--- config.mk ---
export PLATFORM = sky130hd
export DESIGN_NAME = control_unit
export DESIGN_NICKNAME = d
export VERILOG_FILES = /design/src/rtl/cpu_pkg.sv /design/src/rtl/opcode_decoder.sv /design/src/rtl/control_unit.sv
export SDC_FILE = /design/constraint.sdc
export NUM_CORES = 1
export LEC_CHECK = 0
export CAP_MARGIN = 30
export CORE_MARGIN = 4
export CORE_UTILIZATION = 38
export DETAILED_ROUTE_END_ITERATION = 10
export PLACE_DENSITY = 0.85
export SYNTH_ARGS = -nofsm -noshare
export SYNTH_HDL_FRONTEND = slang
export SYNTH_SLANG_ARGS = --single-unit
--- constraint.sdc ---
create_clock -name clock -period 2.6 [get_ports clock]
set_input_delay 0.52 -clock clock [delete_from_list [all_inputs] [get_ports clock]]
set_output_delay 0.52 -clock clock [all_outputs]
set_load 0.005 [all_outputs]
--- src/rtl/cpu_pkg.sv ---
// cpu_pkg: opcodes, ALU codes, sequencer states and instruction classes for control_unit
package cpu_pkg;
  localparam logic [4:0] OP_LD = 5'd0, OP_LDI = 5'd1, OP_ST = 5'd2, OP_ADD = 5'd3, OP_SUB = 5'd4;
  localparam logic [4:0] OP_SHR = 5'd5, OP_SHL = 5'd6, OP_ROR = 5'd7, OP_ROL = 5'd8, OP_AND = 5'd9;
  localparam logic [4:0] OP_OR = 5'd10, OP_ADDI = 5'd11, OP_ANDI = 5'd12, OP_ORI = 5'd13;
  localparam logic [4:0] OP_MUL = 5'd14, OP_DIV = 5'd15, OP_NEG = 5'd16, OP_NOT = 5'd17;
  localparam logic [4:0] OP_BR = 5'd18, OP_JR = 5'd19, OP_JAL = 5'd20, OP_IN = 5'd21, OP_OUT = 5'd22;
  localparam logic [4:0] OP_MFHI = 5'd23, OP_MFLO = 5'd24, OP_NOP = 5'd25, OP_HALT = 5'd26;
  localparam logic [4:0] ALU_ADD = 5'b00011, ALU_AND = 5'b01001, ALU_OR = 5'b01010, ALU_INC = 5'b11111;
  typedef enum logic [3:0] {
    S_RESET, S_T0, S_T1, S_T2, S_T3, S_T4, S_T5, S_T6, S_T7, S_HALT
  } state_t;
  typedef enum logic [3:0] {
    C_ALU3, C_ALUI, C_LDI, C_LD, C_ST, C_MULDIV, C_UNARY, C_BR,
    C_JR, C_JAL, C_IN, C_OUT, C_MFHI, C_MFLO, C_NOP, C_HALT
  } iclass_t;
endpackage

--- src/rtl/opcode_decoder.sv ---
// opcode_decoder: maps an opcode to its instruction class, ALU operation and final execute state
import cpu_pkg::*;
module opcode_decoder (
  input  logic [4:0] op,
  output iclass_t    cls,
  output logic [4:0] alu,
  output state_t     last
);
  always_comb begin
    cls = C_HALT;
    case (op) inside
      OP_LD: cls = C_LD;
      OP_LDI: cls = C_LDI;
      OP_ST: cls = C_ST;
      [OP_ADD:OP_OR]: cls = C_ALU3;
      [OP_ADDI:OP_ORI]: cls = C_ALUI;
      OP_MUL, OP_DIV: cls = C_MULDIV;
      OP_NEG, OP_NOT: cls = C_UNARY;
      OP_BR: cls = C_BR;
      OP_JR: cls = C_JR;
      OP_JAL: cls = C_JAL;
      OP_IN: cls = C_IN;
      OP_OUT: cls = C_OUT;
      OP_MFHI: cls = C_MFHI;
      OP_MFLO: cls = C_MFLO;
      OP_NOP: cls = C_NOP;
      default: cls = C_HALT;
    endcase
  end
  assign alu = cls == C_ALUI ? (op == OP_ADDI ? ALU_ADD : op == OP_ANDI ? ALU_AND : ALU_OR) :
               cls inside {C_ALU3, C_MULDIV, C_UNARY} ? op : ALU_ADD;
  // halting classes never reach an active last state, so instr_done stays low for them
  always_comb begin
    last = S_T3;
    case (cls)
      C_ALU3, C_ALUI, C_LDI: last = S_T5;
      C_LD, C_ST: last = S_T7;
      C_MULDIV, C_BR: last = S_T6;
      C_UNARY, C_JAL: last = S_T4;
      C_HALT: last = S_HALT;
      default: last = S_T3;
    endcase
  end
endmodule

--- src/rtl/control_unit.sv ---
// control_unit: hardwired fetch/execute sequencer driving the single-bus datapath strobes
import cpu_pkg::*;
module control_unit #(
  parameter int IR_OP_MSB = 31
) (
  input  logic        clock,
  input  logic        clear,
  input  logic [31:0] ir,
  input  logic        ConOut,
  output logic        HiIn, LoIn, ZIn, PCIn, MDRIn, MARIn, YIn, OPortIn, IRIn,
  output logic        HiOut, LoOut, ZHiOut, ZLoOut, PCOut, MDROut, IPortOut, COut,
  output logic        Gra, Grb, Grc, RIn, ROut, BAOut, Conin,
  output logic        memread, memwrite,
  output logic [4:0]  ALUCode,
  output logic        run,
  output logic        instr_done,
  output logic [3:0]  t_state
);
  state_t state, state_nx, last;
  iclass_t cls;
  logic [4:0] alu;
  logic unused_ir;
  assign unused_ir = ^ir;
  opcode_decoder u_dec (.op(ir[IR_OP_MSB -: 5]), .cls(cls), .alu(alu), .last(last));
  always_ff @(posedge clock or posedge clear)
    if (clear) state <= S_RESET;
    else state <= state_nx;
  always_comb begin
    state_nx = state;
    case (state)
      S_RESET: state_nx = S_T0;
      S_T2: state_nx = cls == C_HALT ? S_HALT : S_T3;
      S_HALT: state_nx = S_HALT;
      default: state_nx = state == last ? S_T0 : state_t'(state + 4'd1);
    endcase
  end
  assign run = state != S_RESET && state != S_HALT;
  assign instr_done = run && state == last;
  assign t_state = state;
  always_comb begin
    {HiIn, LoIn, ZIn, PCIn, MDRIn, MARIn, YIn, OPortIn, IRIn} = '0;
    {HiOut, LoOut, ZHiOut, ZLoOut, PCOut, MDROut, IPortOut, COut} = '0;
    {Gra, Grb, Grc, RIn, ROut, BAOut, Conin, memread, memwrite} = '0;
    ALUCode = '0;
    case (state)
      S_T0: begin PCOut = 1'b1; MARIn = 1'b1; ZIn = 1'b1; ALUCode = ALU_INC; end
      S_T1: begin ZLoOut = 1'b1; PCIn = 1'b1; memread = 1'b1; MDRIn = 1'b1; end
      S_T2: begin MDROut = 1'b1; IRIn = 1'b1; end
      S_T3: case (cls)
        C_ALU3, C_ALUI: begin Grb = 1'b1; ROut = 1'b1; YIn = 1'b1; end
        C_LDI, C_LD, C_ST: begin Grb = 1'b1; BAOut = 1'b1; YIn = 1'b1; end
        C_MULDIV: begin Gra = 1'b1; ROut = 1'b1; YIn = 1'b1; end
        C_UNARY: begin Grb = 1'b1; ROut = 1'b1; ALUCode = alu; ZIn = 1'b1; end
        C_BR: begin Gra = 1'b1; ROut = 1'b1; Conin = 1'b1; end
        C_JR: begin Gra = 1'b1; ROut = 1'b1; PCIn = 1'b1; end
        C_JAL: begin PCOut = 1'b1; Grb = 1'b1; RIn = 1'b1; end
        C_IN: begin IPortOut = 1'b1; Gra = 1'b1; RIn = 1'b1; end
        C_OUT: begin Gra = 1'b1; ROut = 1'b1; OPortIn = 1'b1; end
        C_MFHI: begin HiOut = 1'b1; Gra = 1'b1; RIn = 1'b1; end
        C_MFLO: begin LoOut = 1'b1; Gra = 1'b1; RIn = 1'b1; end
        default: ;
      endcase
      S_T4: case (cls)
        C_ALU3: begin Grc = 1'b1; ROut = 1'b1; ALUCode = alu; ZIn = 1'b1; end
        C_ALUI, C_LDI, C_LD, C_ST: begin COut = 1'b1; ALUCode = alu; ZIn = 1'b1; end
        C_MULDIV: begin Grb = 1'b1; ROut = 1'b1; ALUCode = alu; ZIn = 1'b1; end
        C_UNARY: begin ZLoOut = 1'b1; Gra = 1'b1; RIn = 1'b1; end
        C_BR: begin PCOut = 1'b1; YIn = 1'b1; end
        C_JAL: begin Gra = 1'b1; ROut = 1'b1; PCIn = 1'b1; end
        default: ;
      endcase
      S_T5: case (cls)
        C_ALU3, C_ALUI, C_LDI: begin ZLoOut = 1'b1; Gra = 1'b1; RIn = 1'b1; end
        C_LD, C_ST: begin ZLoOut = 1'b1; MARIn = 1'b1; end
        C_MULDIV: begin ZLoOut = 1'b1; LoIn = 1'b1; end
        C_BR: begin COut = 1'b1; ALUCode = alu; ZIn = 1'b1; end
        default: ;
      endcase
      S_T6: case (cls)
        C_LD: begin memread = 1'b1; MDRIn = 1'b1; end
        C_ST: begin Gra = 1'b1; ROut = 1'b1; MDRIn = 1'b1; end
        C_MULDIV: begin ZHiOut = 1'b1; HiIn = 1'b1; end
        C_BR: begin ZLoOut = ConOut; PCIn = ConOut; end
        default: ;
      endcase
      S_T7: case (cls)
        C_LD: begin MDROut = 1'b1; Gra = 1'b1; RIn = 1'b1; end
        C_ST: memwrite = 1'b1;
        default: ;
      endcase
      default: ;
    endcase
  end
endmodule

* After elaboration in Yosys (flattened, before gate mapping)
Memory sizes are Yosys's and may differ from the RTL's. Index checks and enable logic that the tools add are counted.
Storage, ports and cells: logic and storage cells 145, memory bits (read-only) 64, output and inout bits 37, flip-flop bits (word level) 4, memories 1
Cells by class: reductions and logical operators 22, eq/ne operators 41, $add $sub $neg 1, multiplexer cells 75, magnitude comparators 4
Memory list:
- (name not given) | depth 16, bits a word 4, rd ports 1, clocked after memory_dff 0, write ports 0, line opcode_decoder.sv:35 | case (cls)
Operators with widths (number):
- $mux W4 | 16
- $eq A5 B5 Y1 const B | 10
- $eq A4 B4 Y1 const B | 9
- $mux W1 | 36
- $eq A4 B3 Y1 const B | 8
- $mux W5 | 6
- $reduce_or A7 Y1 | 3
- $eq A5 B4 Y1 const B | 4
- $pmux W5 S4 | 1
- $eq A4 B2 Y1 const B | 4
- $pmux W1 S4 | 4
- $pmux W1 S2 | 7
- $pmux W4 S3 | 1
- $le A5 B4 Y1 const B | 2
- $reduce_or A3 Y1 | 3
- $eq A4 B1 Y1 const B | 2
- $logic_not A4 Y1 | 2
- $reduce_or A2 Y1 | 4
- $reduce_or A4 Y1 | 2
- $pmux W1 S3 | 2
- $reduce_or A6 Y1 | 1
- $eq A5 B1 Y1 const B | 1
- $eq A5 B2 Y1 const B | 1
- $ge A5 B2 Y1 const B | 1
- other kinds (10) | 13

* Depth between registers and ports, before layout
Gate-level depths: netlist (run 1).
word-level depth 22, gate-level depth with buffers 8

* By module
A second synthesis (run 1) with hierarchy kept.
Unflattened totals: cell total of the unflattened synthesis 204, area, all modules 1443.9 um^2
Modules (own cells, without submodules):
- control_unit | sequential area each 100.1 um^2, times used 1, cells an instance 152, area each 1119.8 um^2
- opcode_decoder | sequential area each 0.0 um^2, times used 1, cells an instance 52, area each 324.1 um^2

* Least setup slack after synthesis (run 1)
Ideal clock, no wire load.
kind in2out, from input ir[29], to output ALUCode[2], buffers on the path 1, path slack 525 ps, arrival 1555 ps, stages 6, cells stage by stage buf_6 -> nor3_2 -> nand3_1 -> o22ai_1 -> a21oi_1 -> o31ai_1
On the way: word-level cells in the longest chain between the ends 22, elaborated cells between the ends (all ways) 54
Ends and longest elaborated chain:
- start: declaration | line control_unit.sv:8 | input logic [31:0] ir,
- $eq A5 B5 Y1 (no line)
- $mux W1 | line opcode_decoder.sv:11 | case (op) inside
- $mux W4 (14 in series) | line opcode_decoder.sv:11
- $eq A4 B3 Y1, or another cell as far along | line opcode_decoder.sv:31, control_unit.sv:63
- $reduce_bool A3 Y1 | line opcode_decoder.sv:31 | cls inside {C_ALU3, C_MULDIV, C_UNARY} ? op : ALU_ADD;
- $mux W5 | line opcode_decoder.sv:31
- $mux W5 | line opcode_decoder.sv:30 | assign alu = cls == C_ALUI ? (op == OP_ADDI ? ALU_ADD : op == OP_ANDI ? ALU_AND : ALU_OR) :
- $mux W5, on equally long branches | line control_unit.sv:72, control_unit.sv:49, control_unit.sv:63
- $pmux W5 S4 * | line control_unit.sv:45 | case (state)
- end: declaration | line control_unit.sv:14 | output logic [4:0] ALUCode,
Mark *: on every way between the ends. The rest lies on a longest branch, timed or not.

* Worst setup path in the final report (run 1)
from register state[0], in the netlist t_state[0], to output run
On the way: word-level cells in the longest chain between the ends 2, elaborated cells between the ends (all ways) 3
Ends and longest elaborated chain:
- start: declaration | line control_unit.sv:19 | state_t state, state_nx, last;
- start signal: assignment | line control_unit.sv:27 | else state <= state_nx;
- $ne A4 B4 Y1 / $reduce_bool A4 Y1 (equally long branches) | line control_unit.sv:37 | assign run = state != S_RESET && state != S_HALT;
- $logic_and A1 B1 Y1 * | line control_unit.sv:37
- end: declaration | line control_unit.sv:15 | output logic run,
Marks and branches as above.

==> flow_metrics.tcl, run 1 <==
set metrics [dict create \
    internal_power_mw 0.782 \
    syn_nets 213 \
    worstPathMaxFanout 8 \
    finalCritPeriodShare_pct 101 \
    synth_largest_area_cell "dfrtp_1" \
    slowest_stage "clkdlybuf4s50_1" \
    synth-edff-count 0 \
    required_ps 2080 \
    critPathKind "reg2out" \
    p_clk_share_pct 6.1 \
    place_inst 289 \
    cts-htree-levels 1 \
    start_util_pct 40.9 \
    cp.depth 7 \
    yosys-top-cells-count "21 x nand2_1, 14 x nor2_1, 12 x a21oi_1" \
    synth-seq-cells 4 \
    wl_per_cell_um 20.3 \
    grt_pass1_wl_um 8930 \
    n_antenna_cell 0 \
    vias 1965 \
    path_cells "buf_4 > ha_1 > buf_4 > nand2_1 > o21ai_0 > nand2_1 > clkdlybuf4s50_1" \
    drt-pass1-iter-count 9 \
    period_needed_ps 2630 \
    grt_overflow_total 0 \
    pwr-share-comb_pct 86.5 \
    violations "setup timing" \
    crit_family "buffers and inverters" \
    fmax_mhz 380 \
    gp_congestion 0.951 \
    switching_share_pct 48.9 \
    p_total_mw 1.53 \
    io_pins 72 \
    synthArstFlopShare_pct 100 \
    antenna_found_initial 0 \
    clkTransAtPathRegs_ps 50 \
    drc_errors 0 \
    numClockSinks 4 \
    die_y_um 63.4 \
    hp-class "in2async" \
    cp_data_arrival_time_ps 2110 \
    grt_pass1_vias 1812 \
    core_area_um2 2850 \
    seqPwrFrac_pct 7.4 \
    ys_warn_count 0 \
    syn_avg_cell_area_um2 6.71 \
    hold_viol_final 0 \
    yosys-top-cells-area "dfrtp_1 8.6%, nand2_1 6.8%, a21oi_1 5.1%" \
    endpoint_kind "output port" \
    yosysTopAreaCellShare_pct 8.57 \
    slew_headroom_pct 78.4 \
    switching_power_mw 0.749 \
    worst-path-buf-inv 3 \
    ant_nets 0 \
    cts_buffers 3 \
    tightest_slew_ps 322 \
    drive_gt1_share_pct 45.1 \
    largest_reg_flops 4 \
    synth_cells 174 \
    leakagePower_nw 1.13 \
    dieArea_um2 4020 \
    reg2reg_depth 8 \
    port_buffers 44 \
    die_x_um 63.4 \
    clock_path_buffers 2 \
    avgViaCountPerCell 6.46 \
    multiInputGateArea_um2 1100 \
    wl_um 6180 \
    stdcell_area_um2 2290 \
    slew_violations 0 \
    instances_no_fill 304 \
    final_nets 314 \
    setup_viol 1 \
    synthFlopType "dfrtp_1" \
    area_delta_synth_final_pct 96.4 \
    grt_max_degree 15 \
    cp-start-kind "flip-flop" \
    ys_seq_area_share_pct 8.57 \
    insertion_delay_ps 280 \
    cts_root_buf "clkbuf_4" \
    placed_area_um2 2000 \
    grt_use_total_pct 27.3 \
    cp_slowest_stage_delay_ps 510 \
    final.setup_skew_ps 15.9 \
    syn_area_um2 1170 \
    rows 19 \
    synth_cell_types 56 \
    fill_cells 182 \
    maxCapViolCount 0 \
    drt_iter0_drc 244 \
    synth_most_common_cell "nand2_1" \
    cts_tree "yes" \
    dp_hpwl_um 3490 \
    holdBufCountCts 0 \
    place_ws_ps -545 \
    p_per_area_nw_per_um2 668 \
    status "finished with violations" \
    vdd_drop_max_uv 355 \
    seqCellArea_um2 100 \
    setup_slack_ps -33.9 \
]
## placed cells by master, fill, tap and decap left out, drive strengths merged, types with 4 or more instances in the layout
cell           instances
a21oi                 14
and3                   4
buf                   71
clkbuf                 7
clkdlybuf4s15          6
clkdlybuf4s50         16
dfrtp                  4
dlygate4sd2           10
dlymetal6s2s           4
ha                     4
inv                    8
nand2                 22
nand2b                 6
nand3                 10
nor2                  14
nor2b                  6
nor3                   5
o21ai                 12
o22ai                  5
## worst register-to-register path: cells and delay by family, from the launching register on
family | cells | cell delay, ps
DFF | 1 | 370
and+or+nand+nor | 2 | 440
AOI/OAI and AO/OA | 3 | 530
buffers and inverters | 3 | 470
## cells by family after synthesis
family	share of synthesized area [%]
AOI/OAI and AO/OA	30.4
muxes	1.71
and+or+nand+nor	42.9
xor gates and xnor gates	1.50
buffers and inverters	10.6
DFF	8.57
adders and majority gates	4.29
## stage by stage
stage	hold slack [ps]	TNS [ps]	util (%)
after floorplan	286	0	-
after global placement	708	-9540	70.0
after detailed placement	719	-10440	70.0
after CTS	442	-2.66	77.1
after global routing	471	-86.4	80.4
final	426	-33.9	80.4
## worst paths after layout
check	from	to	slack, ps
max reg2reg	t_state[3]	t_state[2]	680
min in group clock	t_state[0]	t_state[0]	800
max	t_state[0]	run	-30
min	clear	t_state[0]	430
min reg2reg	t_state[0]	t_state[0]	800
max in group asynchronous	clear	t_state[3]	2000
## what timing repair did
item                       in CTS  in global routing
pin swaps                      16                 12
setup endpoints to repair      31                 21
cloned                          2                  0
setup buffers                   5                  5
resized for setup              62                 39
## metal layers
layer	share of wire [%]	vias up	track usage, %
li1	-	837	-
met1	38	891	33.9
met2	45	189	44.7
met3	12	48	3.73
met4	4.8	0	15.4
met5	0	-	0
## cell type report
class,instances,area share [%]
Multi-Input combinational cell,146,48.2
Tap cell,31,1.69
Sequential cell,4,4.37
Clock buffer,3,0.983
Inverter,8,1.31
Timing Repair Buffer,112,43.4
## power by group through the flow
stage                     registers (mW)  logic [mW]  clock network [mW]
after detailed placement           0.112        1.20                   0
after global routing               0.114        1.40              0.0918
after CTS                          0.111        1.20              0.0896
final                              0.113        1.32              0.0941
after floorplan                    0.140       0.520                   0
after global placement             0.111        1.17                   0
(Power assumes the default switching activity.)
==> run 2: changes to the inputs <==
Settings changed: PLACE_DENSITY 0.85 to 0.84.
==> run 2 against run 1 <==
Effect of this change:
- the flow now finishes without violations
- clock power is 13% lower
- first-iteration DRC count is 6.1% lower
- hold slack better by 33 ps
- via count hardly changed
- flip-flop and latch count stayed put
- sequential share of layout area is 0.14 points lower
- clock-buffer cell count stayed put
- critical path type unchanged
- critical endpoint is now PCIn
- largest cell class unchanged
==> flow_metrics.tcl, run 2 (synthesis gave the netlist of run 1 again) <==
set metrics [dict create \
    status "finished, final reports clean" \
    place_ws_ps -598 \
    setup_viol 0 \
    grt_pass1_wl_um 9170 \
    numClockSinks 4 \
    cp-start-kind "flip-flop" \
    mostFrequentLayoutCells "65 x buf_4, 21 x nand2_1, 15 x dlygate4sd2_1" \
    tightest_slew_ps 432 \
    hp-class "in2async" \
    rows 19 \
    leakagePower_nw 1.16 \
    drive_gt1_share_pct 49.5 \
    area_delta_synth_final_pct 103 \
    final_nets 320 \
    avgViaCountPerCell 6.34 \
    finalCritPeriodShare_pct 100 \
    cts-htree-levels 1 \
    drc_errors 0 \
    hold_slack_ps 458 \
    grt_pass1_vias 1877 \
    drt-pass1-iter-count 5 \
    insertion_delay_ps 250 \
    ant_nets 0 \
    grt_use_total_pct 28.3 \
    worstPathMaxFanout 7 \
    reg2reg_slack_ps 720 \
    wl_per_cell_um 19.8 \
    endpoint_kind "output port" \
    die_x_um 63.4 \
    die_y_um 63.4 \
    drt_iter0_drc 229 \
    final_common_cell "buf_4" \
    holdBufCountCts 0 \
    slew_violations 0 \
    io_pins 72 \
    final.setup_skew_ps 9.60 \
    grt_max_degree 13 \
    required_ps 2080 \
    worstReg2RegEnd "t_state[0]" \
    period_needed_ps 2600 \
    gp_congestion 0.991 \
    grt_overflow_total 0 \
    reg2reg_depth 8 \
    cts_buffers 3 \
    start_util_pct 40.9 \
    vdd_drop_max_uv 751 \
    cts_tree "yes" \
    wl_um 6150 \
    core_area_um2 2850 \
    cts_root_buf "clkbuf_4" \
    clkTransAtPathRegs_ps 40 \
    clock_path_buffers 2 \
    dp_hpwl_um 3660 \
    n_antenna_cell 0 \
    slew_headroom_pct 71.1 \
    setup_slack_ps 0.218 \
    utilization_pct 82.9 \
    cp_data_arrival_time_ps 2080 \
    hold_viol_final 0 \
    worst_r2r_startpoint "t_state[2]" \
    largest_reg_flops 4 \
    critPathKind "reg2out" \
    vias 1964 \
    p_per_area_nw_per_um2 647 \
    fmax_mhz 385 \
    port_buffers 44 \
    dieArea_um2 4020 \
    antenna_found_initial 0 \
    maxCapViolCount 0 \
]
## run 2: cell types whose count changed in the layout (fill, tap and decap cells not counted), moves of 2 or more
| cell | before | now |
|---|---|---|
| dlygate4sd2_1 | 10 | 15 |
| buf_4 | 58 | 65 |
| inv_2 | 1 | 4 |
| buf_12 | 3 | 1 |
| nor3_2 | 2 | 0 |
| nor3_4 | 2 | 4 |
| inv_1 | 7 | 4 |
| a21oi_2 | 5 | 7 |
| nand2b_1 | 5 | 3 |
| a21oi_1 | 9 | 7 |
| clkdlybuf4s50_1 | 16 | 12 |
## run 2: where the power goes
group,switching [mW],internal [mW],total (mW)
clock network,0.0296,0.0519,0.0815
logic,0.686,0.632,1.32
registers,0.0365,0.0947,0.131
## run 2: worst max path at each step
stage	startpoint	end	slack, ps	depth (start not counted)
2_1_floorplan	ir[29]	ALUCode[2]	530	6
3_3_place_gp	ir[30]	instr_done	-570	8
3_5_place_dp	ir[27]	instr_done	-600	8
4_1_cts	ir[29]	instr_done	-150	9
5_1_grt	ir[28]	ALUCode[0]	-20	8
6_report	t_state[2]	PCIn	0.2	8
## run 2: per-stage QoR
| stage | instance area [um2] | std cells | TNS [ps] | total power [mW] |
|---|---|---|---|---|
| floorplan | 1170 | 174 | 0 | 0.660 |
| global placement | 1980 | 288 | -11340 | 1.25 |
| detailed placement | 1980 | 288 | -12110 | 1.28 |
| CTS | 2260 | 305 | -145 | 1.38 |
| global route | 2370 | 310 | -62.8 | 1.62 |
| finish | 2370 | 310 | 0 | 1.53 |
## run 2: metal layers
metal  part of all wire, %  track usage (%)  vias up
met1                    37             34.7      900
met4                   6.6             13.2        0
met5                     0                0        -
li1                      -                -      847
met2                    47             47.6      164
met3                   9.1             4.80       53
## run 2: layout make-up
class | instances | area (um2)
multi-input combinational | 146 | 1170
clock buffer | 3 | 22.5
timing repair buffer | 118 | 1010
sequential | 4 | 100
inverter | 8 | 30.0
fill | 161 | 487
tap | 31 | 38.8
## run 2: what timing repair did
| action | CTS | global route |
|---|---|---|
| gates resized for setup | 82 | 36 |
| setup endpoints to repair | 31 | 21 |
| cloned | 2 | 0 |
| pin swaps | 18 | 15 |
| buffers inserted | 12 | 5 |
| hold endpoints to repair | 0 | 0 |
## run 2: critical path, cell delays in order (launching register included)
cell	delay [ps]
dfrtp_1	500
nand2b_2	190
nor2_2	130
buf_4	140
buf_4	130
nand2_1	100
nor4_2	350
a311o_1	170
clkbuf_2	110
==> run 3: changes to the inputs <==
Settings changed: SKIP_CTS_REPAIR_TIMING from default to 1, SLEW_MARGIN from default to 20.
==> run 3 against run 2 <==
Effect of this change:
- the flow now finishes with violations (setup timing)
- via count fell by 1.0%
- non-clock buffer count down 6
- core utilization decreased by 1.5 points
- clock power increased by 3.9%
- sequential power barely moved
- hold slack got worse by 1.3 ps
- critical path type is now in2out
- highest routed layer unchanged
==> flow_metrics.tcl, run 3 (synthesis gave the netlist of run 1 again) <==
set metrics [dict create \
    busiest_layer "met2" \
    grt_use_total_pct 22.5 \
    clkTransAtPathRegs_ps 50 \
    wl_per_cell_um 20.4 \
    cts_buffers 3 \
    slew_violations 0 \
    dieArea_um2 4020 \
    stdcell_area_um2 2320 \
    status "finished with violations" \
    hold_slack_ps 457 \
    cts_tree "yes" \
    place_inst 288 \
    cts-htree-levels 1 \
    drt_iter0_drc 224 \
    fmax_mhz 364 \
    drive_gt1_share_pct 42.5 \
    seqCellArea_um2 100 \
    vdd_drop_max_uv 783 \
    numClockSinks 4 \
    leakagePower_nw 1.35 \
    hp-class "in2async" \
    ant_nets 0 \
    slowest_stage "nor4_4" \
    n_antenna_cell 0 \
    wl_um 6190 \
    setup_slack_ps -148 \
    utilization_pct 81.4 \
    cts_root_buf "clkbuf_4" \
    dp_hpwl_um 3660 \
    grt_overflow_total 0 \
    startpoint "ir[30]" \
    final.setup_skew_ps 13.5 \
    cp_data_arrival_time_ps 2230 \
    multiInputGateArea_um2 1090 \
    rsz0062_at_grt "yes" \
    io_pins 72 \
    fill_cells 176 \
    cp_slowest_stage_delay_ps 300 \
    clock_path_buffers 2 \
    antenna_found_initial 0 \
    insertion_delay_ps 260 \
    grt_use_met1_pct 29.7 \
    worst-path-buf-inv 5 \
    placed_area_um2 1980 \
    vias 1944 \
    grt_max_degree 22 \
    final_common_cell "buf_4" \
    path_cells "dlymetal6s2s_1 > buf_6 > buf_4 > nor4_4 > buf_4 > o211a_1 > o22ai_2 > nor3_4 > and2_1 > dlymetal6s2s_1" \
    final_nets 314 \
    tightest_slew_ps 366 \
    slew_headroom_pct 75.0 \
    gp_congestion 0.991 \
    hold_viol_final 0 \
    setup_viol 3 \
    finalCritPeriodShare_pct 106 \
    avgViaCountPerCell 6.39 \
    area_delta_synth_final_pct 99.0 \
    grt_pass1_wl_um 7490 \
    worstPathMaxFanout 8 \
    die_x_um 63.4 \
    rows 19 \
    violations "setup timing" \
    drc_errors 0 \
    maxCapViolCount 0 \
    crit_family "buffers and inverters" \
    largest_reg_flops 4 \
    instances_no_fill 304 \
    met3_usage_pct 3.73 \
    required_ps 2080 \
    mostFrequentLayoutCells "61 x buf_4, 24 x dlymetal6s2s_1, 20 x nand2_1" \
    period_needed_ps 2750 \
    cp-start-kind "input pin" \
    endpoint_kind "output port" \
    grt_pass1_vias 1600 \
    start_util_pct 40.9 \
    critPathKind "in2out" \
    drt-pass1-iter-count 5 \
    grtUsageMet2_pct 37.0 \
    worst_r2r_startpoint "t_state[0]" \
    core_area_um2 2850 \
    port_buffers 44 \
    p_per_area_nw_per_um2 661 \
    die_y_um 63.4 \
]
## run 3: stage by stage
stage / power (mW) / setup slack (ps) / TNS [ps]
2_1_floorplan: 0.660 / 525 / 0
3_3_place_gp: 1.25 / -566 / -11340
3_5_place_dp: 1.28 / -598 / -12110
4_1_cts: 1.37 / -623 / -12740
5_1_grt: 1.62 / -235 / -529
6_report: 1.54 / -148 / -238
## run 3: power breakdown
part	total (mW)	internal, mW	leakage (nW)	switching [mW]
sequential	0.132	0.0947	0.0491	0.0373
combinational	1.32	0.653	1.29	0.667
clock	0.0847	0.0521	0.0138	0.0326
total	1.54	0.800	1.35	0.737
## run 3: final timing paths
path | end | slack, ps | cells after the start
worst min register to register | t_state[1] | 800 | 3
worst max register to register | t_state[3] | 790 | 8
worst min-delay path | t_state[2] | 460 | 2
min in group clock | t_state[1] | 800 | 3
worst max-delay path | instr_done | -150 | 10
max in group asynchronous | t_state[1] | 1970 | 2
## run 3: layer usage
metal,vias up,routed length [um]
li1,836,-
met1,904,2300
met2,166,2920
met3,38,661
met4,0,305
met5,-,0
## run 3: final cells by class
class | count | share of cell area [%]
Multi-Input combinational cell | 146 | 47.1
Timing Repair Buffer | 112 | 44.7
Sequential cell | 4 | 4.31
Tap cell | 31 | 1.67
Inverter | 8 | 1.29
Clock buffer | 3 | 0.969
## run 3: worst register-to-register path, stage by stage (launching register included)
cell and delay [ps]:
dfrtp_1 390, buf_4 190, ha_1 230, buf_4 180, nand2_1 100, o21ai_0 100
nand2_1 110, nand2_1 90, o31ai_1 290
